===== src/rtl/audio_pkg.sv =====
// rtl/audio_pkg.sv - shared audio constants and feeder state type
package audio_pkg;
  localparam int DATA_WIDTH = 24;
  localparam int N          = 1024;
  localparam int FIFO_DEPTH = 16;
  localparam int TIMEOUT    = 64;

  typedef enum logic [1:0] {
    IDLE  = 2'd0,
    ISSUE = 2'd1,
    WAIT  = 2'd2
  } feeder_state_e;
endpackage


===== src/rtl/sample_feeder_if.sv =====
// rtl/sample_feeder_if.sv - sample input / issue output bundle of the feeder
interface sample_feeder_if #(
  parameter int data_width = audio_pkg::DATA_WIDTH,
  parameter int N          = audio_pkg::N,
  parameter int depth      = audio_pkg::FIFO_DEPTH
);
  logic                    sample_valid;
  logic [data_width-1:0]   sample_in;
  logic                    conv_done;
  logic                    read;
  logic [data_width-1:0]   data_out;
  logic [$clog2(N)-1:0]    frame_idx;
  logic                    frame_last;
  logic [$clog2(depth):0]  fifo_count;
  logic                    overflow;
  logic                    timeout_err;

  modport master (
    output sample_valid, sample_in, conv_done,
    input  read, data_out, frame_idx, frame_last, fifo_count, overflow, timeout_err
  );

  modport slave (
    input  sample_valid, sample_in, conv_done,
    output read, data_out, frame_idx, frame_last, fifo_count, overflow, timeout_err
  );
endinterface


===== src/rtl/sample_feeder_fifo.sv =====
// rtl/sample_feeder_fifo.sv - sample_fifo: power-of-two FIFO with show-ahead head
module sample_fifo #(
  parameter int data_width = 24,
  parameter int depth      = 16
) (
  input  logic                   clk,
  input  logic                   rst,
  input  logic                   push_i,
  input  logic                   pop_i,
  input  logic [data_width-1:0]  wr_data_i,
  output logic [data_width-1:0]  rd_data_o,
  output logic [$clog2(depth):0] count_o,
  output logic                   full_o,
  output logic                   empty_o
);
  localparam int AW = $clog2(depth);

  logic [data_width-1:0] mem_q [depth];
  logic [AW-1:0]         wr_ptr_q, wr_ptr_d, rd_ptr_q, rd_ptr_d;
  logic [AW:0]           count_q, count_d;
  logic                  do_push, do_pop;

  assign full_o  = (count_q == (AW+1)'(depth));
  assign empty_o = (count_q == '0);
  assign do_pop  = pop_i && !empty_o;
  // a full FIFO still accepts a write when the head leaves on the same edge
  assign do_push = push_i && (!full_o || do_pop);

  always_comb begin
    wr_ptr_d = wr_ptr_q;
    rd_ptr_d = rd_ptr_q;
    count_d  = count_q;
    if (do_push) wr_ptr_d = wr_ptr_q + AW'(1);
    if (do_pop)  rd_ptr_d = rd_ptr_q + AW'(1);
    if (do_push && !do_pop)      count_d = count_q + (AW+1)'(1);
    else if (!do_push && do_pop) count_d = count_q - (AW+1)'(1);
  end

  always_ff @(posedge clk or posedge rst) begin
    if (rst) begin
      wr_ptr_q <= '0;
      rd_ptr_q <= '0;
      count_q  <= '0;
    end else begin
      wr_ptr_q <= wr_ptr_d;
      rd_ptr_q <= rd_ptr_d;
      count_q  <= count_d;
    end
  end

  always_ff @(posedge clk) begin
    if (do_push) mem_q[wr_ptr_q] <= wr_data_i;
  end

  assign rd_data_o = mem_q[rd_ptr_q];
  assign count_o   = count_q;
endmodule


===== src/rtl/sample_feeder.sv =====
// rtl/sample_feeder.sv - buffers audio samples and issues them one at a time to a converter
module sample_feeder #(
  parameter int N          = audio_pkg::N,
  parameter int data_width = audio_pkg::DATA_WIDTH,
  parameter int depth      = audio_pkg::FIFO_DEPTH,
  parameter int timeout    = audio_pkg::TIMEOUT
) (
  input logic            clk,
  input logic            rst,
  sample_feeder_if.slave bus
);
  import audio_pkg::*;

  localparam int IW = $clog2(N);
  localparam int TW = (timeout > 1) ? $clog2(timeout) : 1;

  feeder_state_e          state_q, state_d;
  logic [TW-1:0]          wait_q, wait_d;
  logic [data_width-1:0]  data_q, data_d;
  logic [IW-1:0]          idx_q, idx_d;
  logic [IW-1:0]          pop_cnt_q, pop_cnt_d;
  logic                   overflow_q, overflow_d;
  logic                   tmo_q, tmo_d;
  logic                   pop;
  logic                   fifo_full, fifo_empty;
  logic [data_width-1:0]  fifo_head;
  logic [$clog2(depth):0] fifo_count;

  sample_fifo #(.data_width(data_width), .depth(depth)) u_fifo (
    .clk       (clk),
    .rst       (rst),
    .push_i    (bus.sample_valid),
    .pop_i     (pop),
    .wr_data_i (bus.sample_in),
    .rd_data_o (fifo_head),
    .count_o   (fifo_count),
    .full_o    (fifo_full),
    .empty_o   (fifo_empty)
  );

  always_comb begin
    state_d    = state_q;
    wait_d     = wait_q;
    data_d     = data_q;
    idx_d      = idx_q;
    pop_cnt_d  = pop_cnt_q;
    tmo_d      = tmo_q;
    pop        = 1'b0;
    overflow_d = overflow_q | (bus.sample_valid & fifo_full & ~pop);
    case (state_q)
      IDLE: begin
        if (!fifo_empty) begin
          pop       = 1'b1;
          data_d    = fifo_head;
          idx_d     = pop_cnt_q;
          pop_cnt_d = pop_cnt_q + IW'(1);
          state_d   = ISSUE;
        end
      end
      ISSUE: begin
        wait_d  = '0;
        state_d = WAIT;
      end
      WAIT: begin
        if (bus.conv_done) begin
          state_d = IDLE;
        end else if (wait_q == TW'(timeout - 1)) begin
          state_d = IDLE;
          tmo_d   = 1'b1;
        end else begin
          wait_d = wait_q + TW'(1);
        end
      end
      default: state_d = IDLE;
    endcase
    overflow_d = overflow_q | (bus.sample_valid & fifo_full & ~pop);
  end

  always_ff @(posedge clk or posedge rst) begin
    if (rst) begin
      state_q    <= IDLE;
      wait_q     <= '0;
      data_q     <= '0;
      idx_q      <= '0;
      pop_cnt_q  <= '0;
      overflow_q <= 1'b0;
      tmo_q      <= 1'b0;
    end else begin
      state_q    <= state_d;
      wait_q     <= wait_d;
      data_q     <= data_d;
      idx_q      <= idx_d;
      pop_cnt_q  <= pop_cnt_d;
      overflow_q <= overflow_d;
      tmo_q      <= tmo_d;
    end
  end

  assign bus.read        = (state_q == ISSUE);
  assign bus.data_out    = data_q;
  assign bus.frame_idx   = idx_q;
  assign bus.frame_last  = (state_q == ISSUE) && (idx_q == IW'(N - 1));
  assign bus.fifo_count  = fifo_count;
  assign bus.overflow    = overflow_q;
  assign bus.timeout_err = tmo_q;
endmodule


===== src/flat_wrapper.sv =====
// flat-port wrapper written by rule: the top's interface ports become plain ports
module sample_feeder_flat import audio_pkg::*;
#(
  parameter int N          = audio_pkg::N,
  parameter int data_width = audio_pkg::DATA_WIDTH,
  parameter int depth      = audio_pkg::FIFO_DEPTH,
  parameter int timeout    = audio_pkg::TIMEOUT
)
  (clk, rst, bus_sample_valid, bus_sample_in, bus_conv_done, bus_read, bus_data_out, bus_frame_idx, bus_frame_last, bus_fifo_count, bus_overflow, bus_timeout_err);
  sample_feeder_if #(.data_width(data_width), .N(N), .depth(depth)) bus_i ();
  input logic clk;
  input logic rst;
  input wire logic [$bits(bus_i.sample_valid)-1:0] bus_sample_valid;
  input wire logic [$bits(bus_i.sample_in)-1:0] bus_sample_in;
  input wire logic [$bits(bus_i.conv_done)-1:0] bus_conv_done;
  output wire logic [$bits(bus_i.read)-1:0] bus_read;
  output wire logic [$bits(bus_i.data_out)-1:0] bus_data_out;
  output wire logic [$bits(bus_i.frame_idx)-1:0] bus_frame_idx;
  output wire logic [$bits(bus_i.frame_last)-1:0] bus_frame_last;
  output wire logic [$bits(bus_i.fifo_count)-1:0] bus_fifo_count;
  output wire logic [$bits(bus_i.overflow)-1:0] bus_overflow;
  output wire logic [$bits(bus_i.timeout_err)-1:0] bus_timeout_err;
  assign bus_i.sample_valid = bus_sample_valid;
  assign bus_i.sample_in = bus_sample_in;
  assign bus_i.conv_done = bus_conv_done;
  assign bus_read = bus_i.read;
  assign bus_data_out = bus_i.data_out;
  assign bus_frame_idx = bus_i.frame_idx;
  assign bus_frame_last = bus_i.frame_last;
  assign bus_fifo_count = bus_i.fifo_count;
  assign bus_overflow = bus_i.overflow;
  assign bus_timeout_err = bus_i.timeout_err;
  sample_feeder #(.N(N), .data_width(data_width), .depth(depth), .timeout(timeout)) u_core (.clk(clk), .rst(rst), .bus(bus_i));
endmodule

===== config.mk =====
export PLATFORM = sky130hd
export DESIGN_NAME = sample_feeder_flat
export DESIGN_NICKNAME = d
export VERILOG_FILES = /design/src/rtl/audio_pkg.sv /design/src/rtl/sample_feeder_if.sv /design/src/rtl/sample_feeder_fifo.sv /design/src/rtl/sample_feeder.sv /design/src/flat_wrapper.sv
export SDC_FILE = /design/constraint.sdc
export NUM_CORES = 1
export LEC_CHECK = 0
export ABC_AREA = 1
export CELL_PAD_IN_SITES_DETAIL_PLACEMENT = 1
export CELL_PAD_IN_SITES_GLOBAL_PLACEMENT = 2
export CORE_AREA = 2 2 223 225
export CTS_BUF_LIST = sky130_fd_sc_hd__clkbuf_4
export DETAILED_ROUTE_END_ITERATION = 6
export DIE_AREA = 0 0 225 227
export GPL_TIMING_DRIVEN = 0
export PLACE_DENSITY = 0.88
export SYNTH_ARGS = -nofsm -noshare
export SYNTH_HDL_FRONTEND = slang
export SYNTH_HIERARCHICAL = 1
export SYNTH_SLANG_ARGS = --single-unit

===== constraint.sdc =====
create_clock -name clk -period 5.1 [get_ports clk]
set_input_delay 0.51 -clock clk [delete_from_list [all_inputs] [get_ports clk]]
set_output_delay 0.51 -clock clk [all_outputs]
set_load 0.01 [all_outputs]

After elaboration in Yosys (flattened, before gate mapping) --
Memories as Yosys holds them, arrays and structs flattened. A register that Yosys moved wholly into a read port is not among the register bits. Index checks and enable logic that the tools add are counted.
Storage, ports and cells: flip-flop bits (word level) 43, latch bits 0, bits in writable memories 384, bits in read-only memories 0, input port bits 28, output and inout bits 43, logic and storage cells 62, memories kept 1
Cells by class: $add $sub $neg 6, $mul 0, div/mod/pow operators 0, $lt $le $gt $ge 0, equal/unequal tests 9, shifts and indexed selects 0, mux-type cells 13, bitwise logic cells 6, reduce and logical (&&, ||, !) cells 18
Memories:
- u_core.u_fifo.mem_q | words 16, bits a word 24, rd ports 1, clocked after Yosys merged registers in 1, wr ports 1, RTL line sample_feeder_fifo.sv:18 | logic [data_width-1:0] mem_q [depth];
Operators by type and width (count):
- $mux 6 | 2
- $pmux 6 s2 | 1
- $add 10x1->10 const B | 1
- $eq 10x10->1 const B | 1
- $mux 5 | 2
- $add 4x1->4 const B | 2
- $add 6x1->6 const B | 1
- $eq 6x6->1 const B | 1
- $mux 2 | 3
- $ne 2x2->1 const B | 3
- $pmux 2 s3 | 1
- $reduce_and 3->1 | 2
- $add 5x1->5 const B | 1
- $eq 5x5->1 const B | 1
- $logic_and 1x1->1 | 5
- $logic_not 5->1 | 1
- $sub 5x1->5 const B | 1
- $logic_not 1->1 | 4
- $mux 1 | 4
- $reduce_and 2->1 | 2
- $reduce_bool 2->1 | 2
- $ne 3x2->1 const B | 1
- $not 1->1 | 3
- $and 1x1->1 | 2
- 5 further kinds | 5

Depth between registers and ports, before layout --
depth after elaboration 10, gate-level depth with buffers 20, mapped depth without buffers 18

Hierarchy --
The synthesis kept the hierarchy.
By module, submodules not included:
- sample_fifo | times used 1, cells each 1628, area an instance 16951.3 um^2, sequential area each 11856.4 um^2
- sample_feeder | times used 1, cells each 271, area an instance 2351.0 um^2, sequential area each 1351.3 um^2

Worst setup path before layout --
Ideal clock, no wire load.
path type flip-flop to flip-flop, from register u_core.u_fifo.count_q[0], in the netlist u_core/u_fifo/count_o[0], to memory u_core.u_fifo.mem_q[0][0], enable pin, setup time 435 ps, arrival 3275 ps, required time 4665 ps, slack 1390 ps, stages on the path, launching flop included 11, path buffers 2, period minus slack after synthesis 3710 ps, cell sequence dfrtp_1 -> nor2_1 -> nand3_1 -> inv_1 -> nor2_8 -> buf_2 -> inv_1 -> nand4_1 -> nand2_1 -> buf_2 -> nor3_1
Between the ends: longest elaborated chain between the ends 8, elaborated cells between the ends (all ways) 11, those cells by class 1 x eq/ne; 4 x mux; 6 x reduce/logical
Ends and longest elaborated chain:
- start, declared | RTL line sample_feeder_fifo.sv:20 | logic [AW:0] count_q, count_d;
- start signal, assigned | RTL line sample_feeder_fifo.sv:47 | count_q <= count_d;
- $logic_not 5->1 | RTL line sample_feeder_fifo.sv:24 | assign empty_o = (count_q == '0);
- named net u_core.fifo_empty | RTL line sample_feeder.sv:25 | logic fifo_full, fifo_empty;
- $mux 1 | RTL line sample_feeder.sv:52 | if (!fifo_empty) begin
- $mux 1 | RTL line sample_feeder.sv:50 | case (state_q)
- named net u_core.pop | RTL line sample_feeder.sv:24 | logic pop;
- $logic_and 1x1->1 | RTL line sample_feeder_fifo.sv:25 | assign do_pop = pop_i && !empty_o;
- $logic_or 1x1->1 | RTL line sample_feeder_fifo.sv:27 | assign do_push = push_i && (!full_o || do_pop);
- $logic_and 1x1->1 | RTL line sample_feeder_fifo.sv:27
- $mux 1 | RTL line sample_feeder_fifo.sv:52 | if (do_push) mem_q[wr_ptr_q] <= wr_data_i;
- $mux 1 (implied by the code) | RTL line sample_feeder_fifo.sv:52
- end, declared | RTL line sample_feeder_fifo.sv:18
The timed path passes the listed nets, and every way through them passes these cells.

Worst setup path in the final report --
from register u_core.u_fifo.count_q[1], in the netlist u_core/u_fifo/count_o[1], to memory u_core.u_fifo.mem_q[8][5], enable pin
The elaborated chain is that of the path after synthesis.

==> impl_results.md <==
- Outcome: completed
- Die Span Y: 227 um
- Main area contributors after synthesis: edfxtp_1, nand2_1, dfrtp_1
- # IOs: 71
- Syn-to-layout area delta: 18.2%
- Tightest Pin Transition: 1010 ps
- Post-CTS Setup Inserts: 0
- DR iter-0 viols: 966
- Syn. warnings: 6
- Clock latency on the worst-skew pair: 860 ps
- Worst R2R Start: u_core/u_fifo/count_o[1]
- Top cell type's share of synthesized area: 59.7%
- ANT nets after route: 0
- Flip-flop and latch count after synthesis: 451
- Crit path DAT: 4130 ps
- Wirelength, routed: 57,700 um
- Critical path startpoint: u_core/u_fifo/count_o[1]
- DR pass1 iterations: 5
- Via density per instance: 5.02
- CP Cell Sequence: nor2_1 > nand3_1 > inv_1 > nor2_8 > buf_2 > inv_1 > nand4_1 > nand2_1 > buf_2 > nor3_2 > buf_6 > buf_8
- Pin count of the biggest net entering global routing: 35
- R2R Setup Slk: 1500 ps
- Cell Rows: 81
- Final #Nets: 2,165
- Initial antenna violation count: 1
- Utilization after layout: 47.0%
- Sequential Area: 13,200 um^2
- PortBufs: 70
- Worst vdd ir: 0.296 mV
- Starting density of the core: 39.8%
- Cells after Synth: 1,899
- CP Capture Type: register
- Remaining DRCs: 0
- CTS tree: yes
- Clock slew at reported path FFs: 70 ps
- Kind of critical path: register to register
- Die footprint: 51,100 um^2
- Placeable Area: 48,500 um^2
- Clk sinks: 451
- Via count: 14,200
- Rel. slew slack: 32.0%
- Grt ovf: 0
- Seq/Total Area, Yosys: 68.4%
- Synth area leader: edfxtp_1
- Layout cells sized above 1: 14.9%
- Min Tclk post-route: 3600 ps
- Die width: 225 um
- Fin worst setup slack: 1500 ps
- Root Buffer: clkbuf_4
- TNS Setup: 0 ps
- Final count of pins violating max slew: 0
- Max Root-Sink Buffers: 3
- Pleak: 9.83 nW
- First-pass GRT wire length: 86,700 um
- Crit-path slowest cell: nor3_2
- Fillers: 5,423
- Cell area after synthesis: 19,300 um^2
- Gr usage total: 22.9%
- Clock skew: 50.7 ps
- Avg Inst Size Synth: 10.2 um^2
- Mapped Nets: 1,939
- Cells on worst reg2reg path: 12
- Pre-CTS setup slack: 1530 ps
- RePlAce Congestion: 0.792
- Fin. Hold Viols: 0
- Crit Path Max Fanout: 11
- DP Wirelength: 39,900 um
- Distinct cells, synth: 30
- Period utilization: 70.6%
- Startpoint types: register
- Avg WL per Cell: 20.3 um
- Total CTS buffers: 117
- Post-DP Area: 21,300 um^2
- Worst min path class: input port to async pin
- Cell Pwr Density: 557 nW/um^2
- # H-tree levels: 3
- Vias in the first global route: 15,000
- Fin area: 22,800 um^2
- Hold WS: 113 ps
- RSZ-0062 raised after global routing: no
- Critical Path Max Stage Delay: 780 ps
- Max Freq: 0.278 GHz
- Final setup fails: 0
- Post-cts sizing count: 0
- R2R Path End: u_core/u_fifo/mem_q[8][5]
- Area of the multi-input gates: 5000 um^2
- Worst Path Required: 5630 ps
- Maxcap violations: 0
- Hold Buf Count CTS: 0
## state kept, by name (all words and copies together) (netlist names)
register                flops
u_core/u_fifo/mem_q       384
u_core/bus.overflow         1
u_core/u_fifo/count_o       5
u_core/bus.timeout_err      1
u_core/pop_cnt_q           10
u_core/bus.data_out        24
u_core/u_fifo/rd_ptr_q      4
u_core/bus.frame_idx       10
u_core/state_q              2
u_core/wait_q               6
u_core/u_fifo/wr_ptr_q      4
## Yosys cell counts (all sizes together)
master	number
nand4	7
edfxtp	384
clkbuf	15
clkinv	1
nand3	165
or2	1
buf	69
inv	189
ha	11
fa	1
xor2	6
dfrtp	67
nor3	17
o21ai	17
nand3b	2
xnor2	4
nor2	164
nand2	777
a31o	2
## area by class of cell
class	instances	area share [%]
antenna	1	0.0110
buffer	84	2.00
clock buffer	183	6.02
clock inverter	28	0.582
inverter	190	3.14
multi-input combinational	1174	21.9
sequential	451	57.9
tap	622	3.41
timing repair buffer	107	4.99
## cell usage in the layout, fill, tap and decap left out, types with 2 or more instances in the layout
cell type          n
inv_2             10
nor2_4             2
dfrtp_1           67
buf_2             50
o21ai_1           12
nand4_1            7
xnor2_1            4
nand2_1          774
buf_4             15
xor2_1             6
clkbuf_4         183
inv_1            182
nor2_8             2
clkinv_1          23
o21ai_0            5
buf_8              3
nand2_2            3
clkbuf_1          15
ha_1              11
clkdlybuf4s50_1   70
edfxtp_1         384
a31o_2             2
nor2_1           157
nand3_1          165
nor2_2             3
buf_6             36
nor3_2            16
## per-layer routing
metal  track usage, %  share of wire, %
met4             9.27               2.9
met5                0                 0
met3             3.42               4.7
met2             40.5                51
met1             28.2                42
## stage by stage
| step | power, mW | cells |
|---|---|---|
| after floorplan | 7.55 | 1899 |
| after global routing | 13.5 | 2840 |
| final | 12.7 | 2840 |
| after global placement | 9.34 | 2591 |
| after CTS | 12.8 | 2839 |
| after detailed placement | 9.64 | 2628 |
## worst max-delay path by stage
stage	endpoint	depth (start not counted)
after floorplan	u_core/u_fifo/mem_q[0][0]	10
after global placement	u_core/u_fifo/mem_q[14][5]	10
after detailed placement	u_core/u_fifo/mem_q[8][4]	12
after CTS	u_core/u_fifo/mem_q[8][5]	12
after global routing	u_core/u_fifo/mem_q[9][6]	12
final	u_core/u_fifo/mem_q[8][5]	12
## power by group
part           total (mW)  internal, mW  switching, mW  leakage, nW
Combinational        4.85          1.47           3.37         4.60
Clock                3.13          1.67           1.47        0.911
Sequential           4.72          4.49          0.226         4.32
## cell families (layout without fill, tap and decap cells)
kind of cell / Yosys count / in the layout / share of synthesized area, %
adder cells (fa/ha/maj): 12 / 12 / 0.817
AO/OA/AOI/OAI: 19 / 19 / 0.532
AND/OR/NAND/NOR: 1133 / 1133 / 23.7
buffers and inverters: 274 / 592 / 6.07
XOR/XNOR: 10 / 10 / 0.454
other: 0 / 1 / 0
flip-flops: 451 / 451 / 68.4
## worst max-delay path: cells and delay by family, from the launching register on
family	cells	cell delay, ps
buf+inv	6	1200
simple gates	6	1580
flops	1	460
(Power assumes the default switching activity.)
